<file path="config.mk">
export PLATFORM = sky130hd
export DESIGN_NAME = ai_exec_unit
export DESIGN_NICKNAME = d
export VERILOG_FILES = /design/src/rtl/ai_exec_pkg.sv /design/src/rtl/ai_req_fifo.sv /design/src/rtl/ai_exec_unit.sv
export SDC_FILE = /design/constraint.sdc
export NUM_CORES = 1
export LEC_CHECK = 0
export BUFFER_PORTS_ARGS = -buffer_cell sky130_fd_sc_hd__buf_4
export CORE_ASPECT_RATIO = 0.7
export CORE_MARGIN = 5
export CORE_UTILIZATION = 50
export CTS_BUF_LIST = sky130_fd_sc_hd__clkbuf_16
export CTS_CLUSTER_SIZE = 25
export DETAILED_ROUTE_END_ITERATION = 12
export GPL_TIMING_DRIVEN = 0
export MAX_ROUTING_LAYER = met4
export PLACE_DENSITY = 0.66
export REMOVE_ABC_BUFFERS = 1
export SLEW_MARGIN = 10
export SYNTH_ARGS = -nofsm -noshare
export SYNTH_HDL_FRONTEND = slang
export SYNTH_HIERARCHICAL = 1
export SYNTH_SLANG_ARGS = --single-unit
</file>
<file path="constraint.sdc">
create_clock -name clk -period 13.3 [get_ports clk]
set_input_delay 1.995 -clock clk [delete_from_list [all_inputs] [get_ports clk]]
set_output_delay 1.995 -clock clk [all_outputs]
set_load 0.02 [all_outputs]
</file>
<file path="src/rtl/ai_exec_pkg.sv">
// ai_exec_pkg: shared opcodes, FSM encoding and lane-count helper for ai_exec_unit
package ai_exec_pkg;
    localparam logic [2:0] OP_DOT    = 3'd0;
    localparam logic [2:0] OP_MAC    = 3'd1;
    localparam logic [2:0] OP_RELU   = 3'd2;
    localparam logic [2:0] OP_STEP   = 3'd3;
    localparam logic [2:0] OP_CLRACC = 3'd4;
    localparam logic [2:0] OP_LDACC  = 3'd5;
    typedef enum logic [1:0] {S_IDLE, S_EXEC, S_WB} state_t;
    function automatic int lanes(input int xlen, input int elem_w);
        return xlen / elem_w;
    endfunction
endpackage

</file>
<file path="src/rtl/ai_req_fifo.sv">
// ai_req_fifo: in-order request queue {op, rd, a, b} with full/empty and a decoded mask of queued rds.
module ai_req_fifo #(
    parameter int XLEN  = 32,
    parameter int DEPTH = 4
) (
    input  logic                clk,
    input  logic                reset,
    input  logic                flush,
    input  logic                push,
    input  logic                pop,
    input  logic [8+2*XLEN-1:0] wdata,
    output logic [8+2*XLEN-1:0] rdata,
    output logic                full,
    output logic                empty,
    output logic [31:0]         pend
);
    localparam int AW = $clog2(DEPTH);
    logic [8+2*XLEN-1:0] mem [DEPTH];
    logic [AW:0] wptr, rptr, count;
    logic [AW-1:0] off;
    assign count = wptr - rptr;
    assign full = (wptr ^ rptr) == {1'b1, {AW{1'b0}}};
    assign empty = wptr == rptr;
    assign rdata = mem[rptr[AW-1:0]];
    always_ff @(posedge clk) begin
        if (!reset || flush) begin
            wptr <= '0;
            rptr <= '0;
        end else begin
            if (push && !full) wptr <= wptr + 1'b1;
            if (pop && !empty) rptr <= rptr + 1'b1;
        end
    end
    always_ff @(posedge clk) begin
        if (reset && !flush && push && !full) mem[wptr[AW-1:0]] <= wdata;
    end
    // an entry is live when its distance from the read pointer is below the fill count
    always_comb begin
        pend = '0;
        off = '0;
        for (int i = 0; i < DEPTH; i++) begin
            off = AW'(i) - rptr[AW-1:0];
            if ({1'b0, off} < count) pend[mem[i][2*XLEN +: 5]] = 1'b1;
        end
    end
endmodule

</file>
<file path="src/rtl/ai_exec_unit.sv">
// ai_exec_unit: queued multi-cycle packed-SIMD AI execute unit with valid/ready writeback.
// Define AI_EXEC_SAT_EN to saturate DOT sums and MAC accumulation instead of wrapping.
module ai_exec_unit
    import ai_exec_pkg::*;
#(
    parameter int XLEN   = 32,
    parameter int ELEM_W = 8,
    parameter int DEPTH  = 4
) (
    input  logic            clk,
    input  logic            reset,
    input  logic            flush,
    input  logic            req_valid,
    output logic            req_ready,
    input  logic [2:0]      req_op,
    input  logic [4:0]      req_rd,
    input  logic [XLEN-1:0] req_a,
    input  logic [XLEN-1:0] req_b,
    output logic            wb_valid,
    input  logic            wb_ready,
    output logic [4:0]      wb_rd,
    output logic [XLEN-1:0] wb_data,
    output logic            wb_err,
    output logic [31:0]     pending_rd,
    output logic            busy
);
    localparam int LANES = lanes(XLEN, ELEM_W);
    localparam int SW = 2 * XLEN;
    localparam int CW = LANES > 1 ? $clog2(LANES) : 1;
`ifdef AI_EXEC_SAT_EN
    localparam bit SAT = 1'b1;
`else
    localparam bit SAT = 1'b0;
`endif
    state_t state, state_n;
    logic full, empty, pop, last;
    logic [8+2*XLEN-1:0] head;
    logic [31:0] fifo_pend;
    logic [2:0] h_op, op_q;
    logic [4:0] h_rd, rd_q;
    logic [XLEN-1:0] h_a, h_b, a_q, b_q, acc, acc_n, res_q, res_n;
    logic err_q;
    logic [CW-1:0] cnt;
    logic signed [ELEM_W-1:0] ea, eb;
    logic signed [SW-1:0] psum, prod, sum_n, mac_sum;

    // sums are kept at 2*XLEN so the saturation check sees the true value
    function automatic logic [XLEN-1:0] fit(input logic signed [SW-1:0] v);
        logic ovf;
        ovf = !(v[SW-1:XLEN-1] == '0 || v[SW-1:XLEN-1] == '1);
        return (SAT && ovf) ? (v[SW-1] ? {1'b1, {(XLEN-1){1'b0}}} : {1'b0, {(XLEN-1){1'b1}}})
                            : v[XLEN-1:0];
    endfunction

    assign req_ready = !full && !flush && reset;
    assign pop = state == S_IDLE && !empty && !flush;
    assign {h_op, h_rd, h_a, h_b} = head;

    ai_req_fifo #(.XLEN(XLEN), .DEPTH(DEPTH)) u_fifo (
        .clk   (clk),
        .reset (reset),
        .flush (flush),
        .push  (req_valid && req_ready),
        .pop   (pop),
        .wdata ({req_op, req_rd, req_a, req_b}),
        .rdata (head),
        .full  (full),
        .empty (empty),
        .pend  (fifo_pend)
    );

    assign ea = a_q[int'(cnt) * ELEM_W +: ELEM_W];
    assign eb = b_q[int'(cnt) * ELEM_W +: ELEM_W];
    assign prod = SW'(ea) * SW'(eb);
    assign sum_n = psum + prod;
    assign mac_sum = SW'($signed(acc)) + sum_n;
    assign last = cnt == CW'(LANES - 1);

    always_ff @(posedge clk) begin
        if (!reset) state <= S_IDLE;
        else state <= state_n;
    end

    always_comb begin
        state_n = state;
        unique case (state)
            S_IDLE:  if (pop) state_n = (h_op == OP_DOT || h_op == OP_MAC) ? S_EXEC : S_WB;
            S_EXEC:  if (last) state_n = S_WB;
            S_WB:    if (wb_ready) state_n = S_IDLE;
            default: state_n = S_IDLE;
        endcase
        if (flush) state_n = S_IDLE;
    end

    always_comb begin
        res_n = '0;
        acc_n = acc;
        if (state == S_EXEC) begin
            res_n = op_q == OP_MAC ? fit(mac_sum) : fit(sum_n);
            acc_n = op_q == OP_MAC ? res_n : acc;
        end else begin
            res_n = h_op == OP_RELU  ? (h_a[XLEN-1] ? '0 : h_a) :
                    h_op == OP_STEP  ? XLEN'($signed(h_a) > 0) :
                    h_op == OP_LDACC ? h_a : '0;
            acc_n = h_op == OP_CLRACC ? '0 : h_op == OP_LDACC ? h_a : acc;
        end
    end

    always_ff @(posedge clk) begin
        if (!reset) begin
            op_q <= '0;
            rd_q <= '0;
            a_q <= '0;
            b_q <= '0;
            cnt <= '0;
            psum <= '0;
            acc <= '0;
            res_q <= '0;
            err_q <= 1'b0;
        end else begin
            if (pop) begin
                op_q <= h_op;
                rd_q <= h_rd;
                a_q <= h_a;
                b_q <= h_b;
                cnt <= '0;
                psum <= '0;
            end else if (state == S_EXEC) begin
                cnt <= cnt + 1'b1;
                psum <= sum_n;
            end
            // result and ACC commit only on entry to WB; flush forces IDLE so it never commits
            if (state_n == S_WB && state != S_WB) begin
                res_q <= res_n;
                err_q <= state == S_IDLE && h_op[2:1] == 2'b11;
                acc <= acc_n;
            end
        end
    end

    assign wb_valid = state == S_WB;
    assign wb_rd = wb_valid ? rd_q : '0;
    assign wb_data = wb_valid ? res_q : '0;
    assign wb_err = wb_valid && err_q;
    assign pending_rd = (fifo_pend | (state != S_IDLE ? 32'd1 << rd_q : 32'd0)) & ~32'd1;
    assign busy = !empty || state != S_IDLE;
endmodule

</file>
## Word-level counts from Yosys, hierarchy flattened

Memory sizes are Yosys's and may differ from the RTL's. A register that Yosys moved wholly into a read port is not among the register bits.
Index checks and enable logic that the tools add are counted.

| storage, ports and cells | value |
|---|---|
| bits in registers | 211 |
| bits in latches | 0 |
| bits in writable memories | 288 |
| ROM bits | 0 |
| bits of input ports | 77 |
| output and inout port bits | 73 |
| logic and storage cells | 126 |
| memories kept | 1 |

| operators by class | value |
|---|---|
| $add $sub $neg | 10 |
| $mul | 1 |
| div/mod/pow operators | 0 |
| $lt $le $gt $ge | 13 |
| equality and inequality tests | 15 |
| shift operators | 3 |
| multiplexer cells | 35 |
| bitwise gates (word level) | 6 |
| reductions and logical operators | 30 |

Memories:

| name | words | width | read ports | clocked after Yosys merged registers in | wr ports | line | source |
|---|---|---|---|---|---|---|---|
| u_fifo.mem | 4 | 72 | 5 | 1 | 1 | ai_req_fifo.sv:18 | `logic [8+2*XLEN-1:0] mem [DEPTH];` |

Operator list:

| operator | count |
|---|---|
| 2-to-1 mux 32 bit | 15 |
| bitwise OR 32 bit | 4 |
| adder 64 x 16 -> 64 bit | 1 |
| variable part select 32 x 6 -> 8 bit | 2 |
| adder 32 bit | 1 |
| greater-than comparator 32 x 1 -> 1 bit (second input constant) | 1 |
| left shift 1 x 5 -> 32 bit (first input constant) | 1 |
| 2-to-1 mux 31 bit | 1 |
| < comparator 5 x 6 -> 1 bit (second input constant) | 4 |
| demux 1 bit (select 5 bit) | 4 |
| greater-or-equal comparator 5 x 1 -> 1 bit (second input constant) | 4 |
| logical AND 1 bit | 17 |
| multiplier 8 x 8 -> 16 bit | 1 |
| 2-to-1 mux 2 bit | 7 |
| < comparator 2 x 3 -> 1 bit | 4 |
| == test 3 bit (second input constant) | 3 |
| == test 2 bit (second input constant) | 4 |
| adder 3 x 1 -> 3 bit (second input constant) | 2 |
| == test 3 x 1 -> 1 bit (second input constant) | 2 |
| == test 3 x 2 -> 1 bit (second input constant) | 2 |
| 2-to-1 mux 1 bit | 6 |
| case mux 2 bit (3 select lines) | 1 |
| 2-to-1 mux 5 bit | 1 |
| logical NOT 1 bit | 4 |
| other kinds (17) | 21 |

## Logic depth before layout (Yosys ltp)

An unclocked memory read counts as a cell.

| depth | value |
|---|---|
| depth after elaboration | 13 |
| gate-level depth with buffers | 32 |
| gate-level depth less buffers | 30 |

## Cells and area by module

Netlist, hierarchy kept.

By module, submodules not included:

| module | times used | cells each | area each (um^2) | sequential area each (um^2) |
|---|---|---|---|---|
| ai_exec_unit | 1 | 1784 | 14896.8 | 3463.3 |
| ai_req_fifo | 1 | 731 | 12404.4 | 8808.4 |

## Worst setup path after synthesis

Ideal clock, no wire load.

| timing path | value |
|---|---|
| kind | flip-flop to flip-flop |
| from | register cnt[0] |
| to | register res_q[31] |
| library setup time | 0.073 ns |
| data arrival time | 8.743 ns |
| required time | 13.227 ns |
| path slack | 4.484 ns |
| stages on the path, launching flop included | 30 |
| buffers on the path | 2 |
| clock period less this slack | 8.816 ns |
| path through | dfxtp_1 clkbuf_1 buf_2 mux4_2 nand2_1 inv_1 fa_1 inv_1 fa_1 inv_1 fa_1 fa_1 ha_1 ha_1 and2_1 a221oi_1 o21bai_1 a221o_1 a21oi_1 xnor2_1 ha_1 a21oi_1 o21bai_1 a31oi_1 a32o_1 mux2i_1 o21ai_0 or2_1 or4b_1 o211ai_2 |

| between the ends | value |
|---|---|
| cells in the longest elaborated chain, start to end | 6 |
| elaborated cells between the ends (all ways) | 13 |
| classes of those cells | add/sub: 2; mul: 1; eq/ne: 2; shift: 2; mux: 5; reduce/logical: 1 |

RTL lines:

| item | line | source |
|---|---|---|
| from (decl) | ai_exec_unit.sv:43 | `logic [CW-1:0] cnt;` |
| from (signal assigned) | ai_exec_unit.sv:129 | `cnt <= cnt + 1'b1;` |
| variable part select 32 x 6 -> 8 bit (on tied branches) | ai_exec_unit.sv:72, ai_exec_unit.sv:73 |  |
| multiplier 8 x 8 -> 16 bit (*) | ai_exec_unit.sv:74 | `assign prod = SW'(ea) * SW'(eb);` |
| adder 64 x 16 -> 64 bit (*) | ai_exec_unit.sv:75 | `assign sum_n = psum + prod;` |
| named net sum_n[24] | ai_exec_unit.sv:45 | `logic signed [SW-1:0] psum, prod, sum_n, mac_sum;` |
| adder 32 bit (*) | ai_exec_unit.sv:76 | `assign mac_sum = SW'($signed(acc)) + sum_n;` |
| 2-to-1 mux 32 bit (*) | ai_exec_unit.sv:99 | `res_n = op_q == OP_MAC ? fit(mac_sum) : fit(sum_n);` |
| 2-to-1 mux 32 bit (*) | ai_exec_unit.sv:98 | `if (state == S_EXEC) begin` |
| to (signal assigned) | ai_exec_unit.sv:134 | `res_q <= res_n;` |
| to (decl) | ai_exec_unit.sv:41 | `logic [XLEN-1:0] h_a, h_b, a_q, b_q, acc, acc_n, res_q, res_n;` |

Mark *: on every way through the listed nets, which the timed path passes. The rest lies on a longest branch.
A chain may end at the register's enable or synchronous reset.

## Worst setup path after layout

Ends and elaborated chain as after synthesis.

==> key figures <==
Status
  • Status: complete, no violations

Clock tree
  • Clock buffer depth: 3
  • Root Driver: clkbuf_16
  • CTS tree: built
  • Clock Sinks: 469
  • Clock transition at the registers of the reported paths: ~0.070 ns
  • PostCTS Resize Cnt: 0
  • Hold buffer count at CTS: 0
  • H-tree lvl count: 2
  • Total CTS buffers: between 40 and 50
  • Worst-Skew Late Latency: 0.59 ns
  • Post CTS Setup Buffer Count: 0

Power and ir drop
  • Internal power: 0.00225 W
  • Switch share: 22.1%
  • Pleak: 12.3 nW
  • Combinational power share: a little under 3%
  • PwrDens: 93.3 nW/µm²
  • VDD IR max: 0.109 mV
  • Clock network fraction of total power: 43.3%
  • Psw: between 0.0006 and 0.0007 W
  • Seq pwr share: a little over half

Yosys
  • Cell Area, Synth: 27300 µm²
  • Average size of a mapped cell: 10.9 µm²
  • Mapped Cells: around 2500
  • Synthesis Warnings: 6

Global routing
  • Vias in the first global route: 19500
  • Largest net degree at the start of global routing: 72
  • Tot GR Track Use: between 20 and 30%
  • Total global routing overflow: 0
  • Initial antenna violation count: 6
  • First-pass GRT wire length: 115 mm

Placement
  • Detailed Place HPWL: 54.2 mm
  • Post-DP Area: 29400 µm²
  • Gpl congestion: 0.922
  • Port bufs: about 150
  • Post-Place Setup Slack: 3.13 ns

Critical path
  • Critical path arrival: 10.79 ns
  • Worst EP required: 13.81 ns
  • CP Launch Type: flip-flop
  • Crit-path max FO: 15
  • Crit-path max cell delay: 1.08 ns
  • Crit path max-delay cell type: fa_1
  • Critical path type: reg2reg
  • Crit end category: flip-flop

Flow run
  • Max-cap viol count: 0

Finish
  • Fraction of layout cells with a size suffix above 1: between 10% and 20%
  • Cell area after layout: approximately 30000 µm²
  • Reg area: approximately 12000 µm²
  • Synth-to-layout area growth: 13.3%
  • Layout net count: 2933
  • Fill count: 4524
  • Multi-input logic area: between 10000 and 15000 µm²

Timing
  • Worst-Margin Slew: roughly 1.3 ns
  • Fmax: slightly below 100 MHz
  • Post-route worst setup slack: around 3.0 ns
  • Setup-failing EPs final: 0
  • Slew Limit Fails: 0
  • Post-route setup TNS: 0 ns
  • Unrepaired setup endpoints after global routing: no
  • Min cycle time layout: ~10 ns
  • Max transition margin: 13.0%
  • Hold Fails Final Rpt: 0
  • Clk_skew: 0.0354 ns
  • Final period utilization: 77.2%

Detailed routing
  • Pre-Repair DR Iteration Count: 6
  • DRC Markers: 0
  • WL/cell: 22.2 µm
  • Vias per cell: 5.94
  • Antenna viol nets, final: 0
  • Detailed Route WL: 75.0 mm
  • Via Count: 20100
  • DR iter-0 viols: 2281

Floorplanning
  • Chip width: 289 µm
  • Starting Density: 50.7%
  • Total core area: 53800 µm²
  • Die Area: 59400 µm²
  • # IOs: 150
  • Die H: 205 µm
  • Num rows: 71

Min path
  • HP Class: reg2reg
## layout make-up
cell class                      count  share of cell area, %
Clock inverter                     39                  0.850
Sequential cell                   469                   39.7
Inverter                          131                   1.61
Tap cell                          730                   2.96
Antenna cell                        5                 0.0405
Clock buffer                       47                   3.81
Timing Repair Buffer              175                   5.41
Multi-Input combinational cell   1778                   45.6
## metal layers
| metal | wire length [µm] | vias up | part of all wire, % | global-route usage [%] |
|---|---|---|---|---|
| li1 | - | 9161 | - | - |
| met1 | 34200 | 9904 | 46 | 38.6 |
| met2 | 32700 | 881 | 44 | 36.9 |
| met3 | 6470 | 104 | 8.6 | 4.47 |
| met4 | 1540 | 0 | 2.1 | 6.25 |
| met5 | 0 | - | 0 | - |
## worst max-delay path, delay by kind of cell, from the launching register on
kind | cells | cell delay (ns)
buffers and inverters | 4 | 1.03
DFF | 1 | 0.50
xor gates and xnor gates | 1 | 0.34
adders and majority gates | 7 | 3.86
and+or+nand+nor | 4 | 1.29
muxes | 2 | 0.91
AOI/OAI and AO/OA | 11 | 2.24
## metrics by stage
step / power [W] / hold WS [ns] / std cells / utilization (%)
2_1_floorplan: 0.00161 / 0.427 / 2378 / -
3_3_place_gp: 0.00166 / 0.438 / 3256 / 53.5
3_5_place_dp: 0.00167 / 0.443 / 3283 / 54.7
4_1_cts: 0.00291 / 0.452 / 3369 / 57.4
5_1_grt: 0.00297 / 0.474 / 3374 / 57.4
6_report: 0.00288 / 0.451 / 3374 / 57.4
## sequential cells by signal, indices dropped and copies added, names as in the netlist, named ones only
| register | flops |
|---|---|
| a_q | 32 |
| res_q | 32 |
| cnt | 2 |
| acc | 32 |
| state | 2 |
| u_fifo/mem | 288 |
| u_fifo/rptr | 3 |
| b_q | 32 |
| rd_q | 5 |
| psum | 32 |
| u_fifo/wptr | 3 |
| op_q | 3 |
| err_q | 1 |
## cell usage in the layout (no fill, tap or decap), types with 8 or more instances in the layout
master and n:
a211oi_1 16, a21o_1 49, a21oi_1 228, a22oi_1 36, a31oi_1 31, and2_1 79
buf_16 12, buf_4 151, clkbuf_16 47, clkinv_1 9, dfxtp_1 177, edfxtp_1 288
fa_1 137, ha_1 117, inv_1 142, mux2i_1 8, mux4_2 87, nand2_1 386
nand2b_1 13, nand3_1 47, nand3b_1 19, nand4_1 14, nor2_1 142, nor2b_1 12
nor3_1 22, nor4_1 9, o211ai_1 12, o21ai_0 99, o21bai_1 15, or3_1 12
or3b_2 10, xnor2_1 40, xor2_1 17
## worst paths after layout
kind | startpoint | to | slack [ns] | cells after the start
hold reg to reg | b_q[20]$_SDFFE_PN0P_ | b_q[20]$_SDFFE_PN0P_ | 0.45 | 2
setup reg to reg | cnt[0]$_SDFFE_PP0P_ | res_q[31]$_SDFFE_PN0P_ | 3.03 | 29
setup / recovery | cnt[0]$_SDFFE_PP0P_ | res_q[31]$_SDFFE_PN0P_ | 3.03 | 29
hold / removal | b_q[20]$_SDFFE_PN0P_ | b_q[20]$_SDFFE_PN0P_ | 0.45 | 2
## power groups by stage
stage                     Sequential, W  Clock [W]  Combinational [W]
after floorplan                 0.00158          0          0.0000327
after global placement          0.00158          0          0.0000757
after detailed placement        0.00158          0          0.0000831
after CTS                       0.00155    0.00127          0.0000834
after global routing            0.00155    0.00133          0.0000910
final                           0.00155    0.00125          0.0000838
Power figures use the tool's default switching activity.
